### config.mk
export PLATFORM = sky130hd
export DESIGN_NAME = hwpe_ctrl_ctx_scheduler
export DESIGN_NICKNAME = d
export VERILOG_FILES = /design/src/rtl/hwpe_ctrl_ctx_scheduler.sv
export SDC_FILE = /design/constraint.sdc
export NUM_CORES = 1
export LEC_CHECK = 0
export BUFFER_PORTS_ARGS = -buffer_cell sky130_fd_sc_hd__buf_4
export CAP_MARGIN = 0
export CORE_MARGIN = 3
export CORE_UTILIZATION = 45
export DETAILED_ROUTE_END_ITERATION = 10
export GPL_TIMING_DRIVEN = 0
export PLACE_DENSITY = 0.79
export SETUP_SLACK_MARGIN = 0.3
export SKIP_CTS_REPAIR_TIMING = 1
export SLEW_MARGIN = 10
export SYNTH_ARGS = -nofsm -noshare
export SYNTH_HDL_FRONTEND = slang
export SYNTH_SLANG_ARGS = --single-unit
### constraint.sdc
create_clock -name clk_i -period 1.55 [get_ports clk_i]
set_input_delay 0.2325 -clock clk_i [delete_from_list [all_inputs] [get_ports clk_i]]
set_output_delay 0.2325 -clock clk_i [all_outputs]
set_load 0.01 [all_outputs]
### src/rtl/hwpe_ctrl_ctx_scheduler.sv
// Job-context scheduler: grants, queues and sequences the engine over N_CONTEXT slots.
// Responses registered (1 cycle); trigger->start 2 cycles; no backpressure, refusals via ok=0/trigger_err.
module hwpe_ctrl_ctx_scheduler #(
  parameter  int unsigned N_CONTEXT = 2,
  parameter  int unsigned N_CORES   = 16,
  parameter  int unsigned N_EVT     = 2,
  parameter  int unsigned ID_WIDTH  = 4,
  localparam int unsigned CTX_W     = $clog2(N_CONTEXT),
  localparam int unsigned CNT_W     = CTX_W + 1
) (
  input  logic                           clk_i,
  input  logic                           rst_ni,
  input  logic                           clear_i,
  input  logic                           acquire_req_i,
  input  logic [ID_WIDTH-1:0]            acquire_id_i,
  output logic                           acquire_rsp_o,
  output logic                           acquire_ok_o,
  output logic [CTX_W-1:0]               acquire_ctx_o,
  input  logic                           trigger_i,
  input  logic [ID_WIDTH-1:0]            trigger_id_i,
  output logic                           trigger_err_o,
  output logic                           start_o,
  output logic [CTX_W-1:0]               running_ctx_o,
  output logic [CTX_W-1:0]               pointer_ctx_o,
  input  logic                           done_i,
  output logic                           ctx_free_o,
  output logic [N_CORES-1:0][N_EVT-1:0]  evt_o,
  output logic                           is_working_o,
  output logic [CNT_W-1:0]               n_free_o
);

  typedef enum logic [1:0] {SLOT_FREE, SLOT_ACQ, SLOT_QUEUED, SLOT_RUN} slot_e;
  typedef enum logic [1:0] {ENG_IDLE, ENG_START, ENG_RUN} eng_e;

  slot_e                          slot_q  [N_CONTEXT];
  slot_e                          slot_d  [N_CONTEXT];
  logic [ID_WIDTH-1:0]            owner_q [N_CONTEXT];
  logic [ID_WIDTH-1:0]            owner_d [N_CONTEXT];
  logic [CTX_W-1:0]               pointer_q, pointer_d;
  logic [CTX_W-1:0]               running_q;
  logic                           acq_rsp_q, acq_rsp_d;
  logic                           acq_ok_q, acq_ok_d;
  logic [CTX_W-1:0]               acq_ctx_q, acq_ctx_d;
  logic                           trig_err_q, trig_err_d;
  logic [CNT_W-1:0]               n_free_q, n_free_d;
  eng_e                           state_q;
  logic                           start_q, ctx_free_q;
  logic [N_CORES-1:0][N_EVT-1:0]  evt_q, evt_dec;
  logic                           any_acq;

  always_comb begin
    slot_d     = slot_q;
    owner_d    = owner_q;
    pointer_d  = pointer_q;
    acq_rsp_d  = acquire_req_i;
    acq_ok_d   = 1'b0;
    acq_ctx_d  = '0;
    trig_err_d = 1'b0;
    n_free_d   = '0;
    evt_dec    = '0;
    any_acq    = 1'b0;

    for (int k = 0; k < N_CONTEXT; k++) begin
      if (slot_q[k] == SLOT_ACQ) any_acq = 1'b1;
    end

    // Acquire and trigger are mutually exclusive on the pointer slot: grant needs no holder,
    // trigger needs one, so their slot writes never collide.
    if (acquire_req_i && (slot_q[pointer_q] == SLOT_FREE) && !any_acq) begin
      slot_d[pointer_q]  = SLOT_ACQ;
      owner_d[pointer_q] = acquire_id_i;
      acq_ok_d           = 1'b1;
      acq_ctx_d          = pointer_q;
    end

    if (trigger_i) begin
      if ((slot_q[pointer_q] == SLOT_ACQ) && (owner_q[pointer_q] == trigger_id_i)) begin
        slot_d[pointer_q] = SLOT_QUEUED;
        pointer_d         = pointer_q + 1'b1;
      end else begin
        trig_err_d = 1'b1;
      end
    end

    if (state_q == ENG_START) slot_d[running_q] = SLOT_RUN;
    if ((state_q == ENG_RUN) && done_i) slot_d[running_q] = SLOT_FREE;

    // Owners outside the core range match no line, so their event is dropped.
    for (int c = 0; c < N_CORES; c++) begin
      if (owner_q[running_q] == ID_WIDTH'(c)) evt_dec[c][0] = 1'b1;
    end

    if (clear_i) begin
      for (int k = 0; k < N_CONTEXT; k++) begin
        slot_d[k]  = SLOT_FREE;
        owner_d[k] = '0;
      end
      pointer_d  = '0;
      acq_rsp_d  = 1'b0;
      acq_ok_d   = 1'b0;
      acq_ctx_d  = '0;
      trig_err_d = 1'b0;
    end

    for (int k = 0; k < N_CONTEXT; k++) begin
      if (slot_d[k] == SLOT_FREE) n_free_d = n_free_d + CNT_W'(1);
    end
  end

  always_ff @(posedge clk_i or negedge rst_ni) begin
    if (!rst_ni) begin
      for (int k = 0; k < N_CONTEXT; k++) begin
        slot_q[k]  <= SLOT_FREE;
        owner_q[k] <= '0;
      end
      pointer_q  <= '0;
      acq_rsp_q  <= 1'b0;
      acq_ok_q   <= 1'b0;
      acq_ctx_q  <= '0;
      trig_err_q <= 1'b0;
      n_free_q   <= CNT_W'(N_CONTEXT);
    end else begin
      slot_q     <= slot_d;
      owner_q    <= owner_d;
      pointer_q  <= pointer_d;
      acq_rsp_q  <= acq_rsp_d;
      acq_ok_q   <= acq_ok_d;
      acq_ctx_q  <= acq_ctx_d;
      trig_err_q <= trig_err_d;
      n_free_q   <= n_free_d;
    end
  end

  always_ff @(posedge clk_i or negedge rst_ni) begin
    if (!rst_ni) begin
      state_q    <= ENG_IDLE;
      running_q  <= '0;
      start_q    <= 1'b0;
      ctx_free_q <= 1'b0;
      evt_q      <= '0;
    end else if (clear_i) begin
      state_q    <= ENG_IDLE;
      running_q  <= '0;
      start_q    <= 1'b0;
      ctx_free_q <= 1'b0;
      evt_q      <= '0;
    end else begin
      start_q    <= 1'b0;
      ctx_free_q <= 1'b0;
      evt_q      <= '0;
      case (state_q)
        ENG_IDLE: begin
          if (slot_q[running_q] == SLOT_QUEUED) begin
            state_q <= ENG_START;
            start_q <= 1'b1;
          end
        end
        ENG_START: state_q <= ENG_RUN;
        ENG_RUN: begin
          if (done_i) begin
            state_q    <= ENG_IDLE;
            running_q  <= running_q + 1'b1;
            ctx_free_q <= 1'b1;
            evt_q      <= evt_dec;
          end
        end
        default: state_q <= ENG_IDLE;
      endcase
    end
  end

  assign acquire_rsp_o = acq_rsp_q;
  assign acquire_ok_o  = acq_ok_q;
  assign acquire_ctx_o = acq_ctx_q;
  assign trigger_err_o = trig_err_q;
  assign start_o       = start_q;
  assign running_ctx_o = running_q;
  assign pointer_ctx_o = pointer_q;
  assign ctx_free_o    = ctx_free_q;
  assign evt_o         = evt_q;
  assign is_working_o  = (state_q != ENG_IDLE);
  assign n_free_o      = n_free_q;

endmodule

==> flow_metrics.env <==
export IMPL_cts_htree_levels=2
export IMPL_r2r_start="pointer_ctx_o"
export IMPL_p_leak_uw=0.001255
export IMPL_synth_avg_cell_area_um2=10.27
export IMPL_rows=22
export IMPL_p_per_area_nw_per_um2=867.4
export IMPL_die_area_um2=4963
export IMPL_maxSlewViolCount=0
export IMPL_critPathRequiredTime_ns=1.79
export IMPL_violations="negative setup slack"
export IMPL_synth_seq_cells=40
export IMPL_synth_edff_count=0
export IMPL_core_um2=3826
export IMPL_stdcell_area_um2=2589
export IMPL_r2r_cells=7
export IMPL_grt_pass1_wl_mm=6.941
export IMPL_status="finished with violations"
export IMPL_yosysSeqAreaShare_pct=53.61
export IMPL_worstMarginPinSlew_ns=0.5177
export IMPL_grt_max_degree=41
export IMPL_cts_buffer_depth=2
export IMPL_drive_gt1_share_pct=40.00
export IMPL_initial_core_util_pct=48.86
export IMPL_firstDrtPassIters=4
export IMPL_critPathCapture="n_free_o[0]"
export IMPL_post_route_period_util_pct=121.1
export IMPL_critPathArrivalTime_ns=2.12
export IMPL_overflow=0
export IMPL_reg2reg_to="n_free_o[0]"
export IMPL_yosysWarnings=0
export IMPL_port_buffers=40
export IMPL_synth_distinct_cells=41
export IMPL_reg2reg_setup_slack_ns=-0.33
export IMPL_path_max_fanout=5
export IMPL_synth_top_area_share_pct=52.21
export IMPL_route_detailed_drc=0
export IMPL_final_cell_count_no_fill=303
export IMPL_dp_hpwl_mm=2.907
export IMPL_cpPeakStageDelay_ns=0.39
export IMPL_final_hold_viol_count=0
export IMPL_max_freq_ghz=0.5327
export IMPL_syn_to_final_growth_pct=38.49
export IMPL_die_w_um=70.45
export IMPL_crit_type="reg2reg"
export IMPL_synth_async_reset_ratio_pct=100.0
export IMPL_relSlewSlack_pct=65.49
export IMPL_antenna_found_initial=0
export IMPL_drv_cap=0
export IMPL_ys_flop_type="dfrtp_1"
export IMPL_skew_ns=0.007881
export IMPL_drtIter0Drc=95
export IMPL_worstSetupEndpointType="flop"
export IMPL_vias=1557
export IMPL_fin_crit_ns=1.877
export IMPL_fill_cells=291
export IMPL_startpoint_type="flop"
export IMPL_final_util_pct=67.66
export IMPL_diodes=0
export IMPL_syn_inst=182
export IMPL_ys_top_cells_by_area="dfrtp_1 52%, nor2_1 7.8%, mux2i_1 7.5%"
export IMPL_dieHeight_um=70.45
export IMPL_drt_wl_total_mm=4.443
export IMPL_yosysTopAreaCell="dfrtp_1"
export IMPL_synth_common_cells="39 x dfrtp_1, 39 x nor2_1, 16 x buf_4"
export IMPL_cts_tree="yes"
export IMPL_cts_num_sinks=40
export IMPL_startpoint="pointer_ctx_o"
export IMPL_netlist_area_um2=1869
export IMPL_hold_ws_ns=0.1450
export IMPL_insertion_delay_ns=0.29
export IMPL_cts_root_buf="clkbuf_8"
export IMPL_path_clk_slew_ns=0.08
export IMPL_peakVddDrop_v=0.0003820
export IMPL_dp_cells=285
export IMPL_path_cells="buf_6, mux2i_2, xor2_1, nand3_2, nor2_2, o211ai_1, ha_2"
export IMPL_grtUsageTotal_pct=17.95
export IMPL_layout_nets=269
export IMPL_placed_cell_area_um2=2302
export IMPL_post_drt_wl_per_cell_um=14.66
export IMPL_slowest_stage="dfrtp_1"
export IMPL_setup_viol=11
export IMPL_io_pins=57
export IMPL_rsz0062_at_grt="yes"
export IMPL_gp_congestion=0.8253
export IMPL_grt_pass1_vias=1431
export IMPL_finalSetupTns_ns=-2.600
export IMPL_min_path_type="in2reg"
export IMPL_fin_ws_ns=-0.3274
export IMPL_via_per_inst=5.139
export IMPL_postRouteAntennaNets=0
export IMPL_numCtsBuffers=5
-- state kept, by name (all words and copies together) (netlist names), 2 cells and up --
signal and count:
owner_q 8, state_q 2, slot_q 4, n_free_o 2, evt_o 16
-- worst min path at each step --
stage | cells after the start | to | start | slack (ns)
final | 2 | ctx_free_o | clear_i | 0.15
after detailed placement | 1 | acquire_rsp_o | rst_ni | 0.23
after global placement | 1 | acquire_rsp_o | rst_ni | 0.23
after floorplan | 0 | acquire_ctx_o | rst_ni | -0.06
after CTS | 1 | acquire_ok_o | rst_ni | -0.09
after global routing | 2 | ctx_free_o | clear_i | 0.14
-- placed cells by master, fill, tap and decap left out, types with 2 or more instances in the layout --
cell      instances
buf_4            61
dfrtp_1          38
nor2_1           36
conb_1           16
mux2i_1          12
nand2_1           8
nor3_1            8
buf_6             6
clkbuf_8          5
inv_1             4
xor2_1            4
nor2_2            3
nor3b_1           3
nand2b_1          3
nand3_2           3
o32a_1            2
a21oi_1           2
a31oi_2           2
mux2i_2           2
-- worst max-delay path, delay by kind of cell (launching register included) --
kind | cells | cell delay [ns]
flip-flops | 1 | 0.39
AND/OR/NAND/NOR | 2 | 0.31
AO/OA/AOI/OAI | 1 | 0.14
multiplexers | 1 | 0.24
XOR/XNOR | 1 | 0.25
buffers and inverters | 1 | 0.15
adder cells (fa/ha/maj) | 1 | 0.34
-- through the flow --
stage / power [uW] / setup WS [ns]
after floorplan: 1275 / -0.1496
after global placement: 1370 / -0.2712
after detailed placement: 1374 / -0.2711
after CTS: 2207 / -0.2883
after global routing: 2330 / -0.4512
final: 2246 / -0.3274
-- per-layer routing --
layer / part of all wire, % / global-route usage, %
met5: 0 / 0
met4: 2.9 / 8.085
met3: 8.5 / 5.468
met2: 49 / 27.13
met1: 40 / 23.55
-- report_power, final --
part	internal [uW]	leakage, uW	switching [uW]
Clock	476	0.0000541	360
Combinational	150	0.000655	165
Sequential	1070	0.000546	25.4
-- kinds of logic after synthesis --
group	synth area share, %
AND/OR/NAND/NOR	19.41
flip-flops	53.61
buffers and inverters	8.835
AO/OA/AOI/OAI	6.828
multiplexers	8.099
XOR/XNOR	2.343
adder cells (fa/ha/maj)	0.6692
other	0.2006
-- cell type report --
cell class	count	area (um^2)	share of cell area (%)
sequential	40	1003	38.76
multi-input combinational	131	847.1	32.72
timing repair buffer	50	392.9	15.18
buffer	21	155.1	5.993
clock buffer	5	68.82	2.658
tap	48	60.06	2.320
clock inverter	3	42.54	1.643
inverter	5	18.77	0.7250
(Power assumes the default switching activity.)
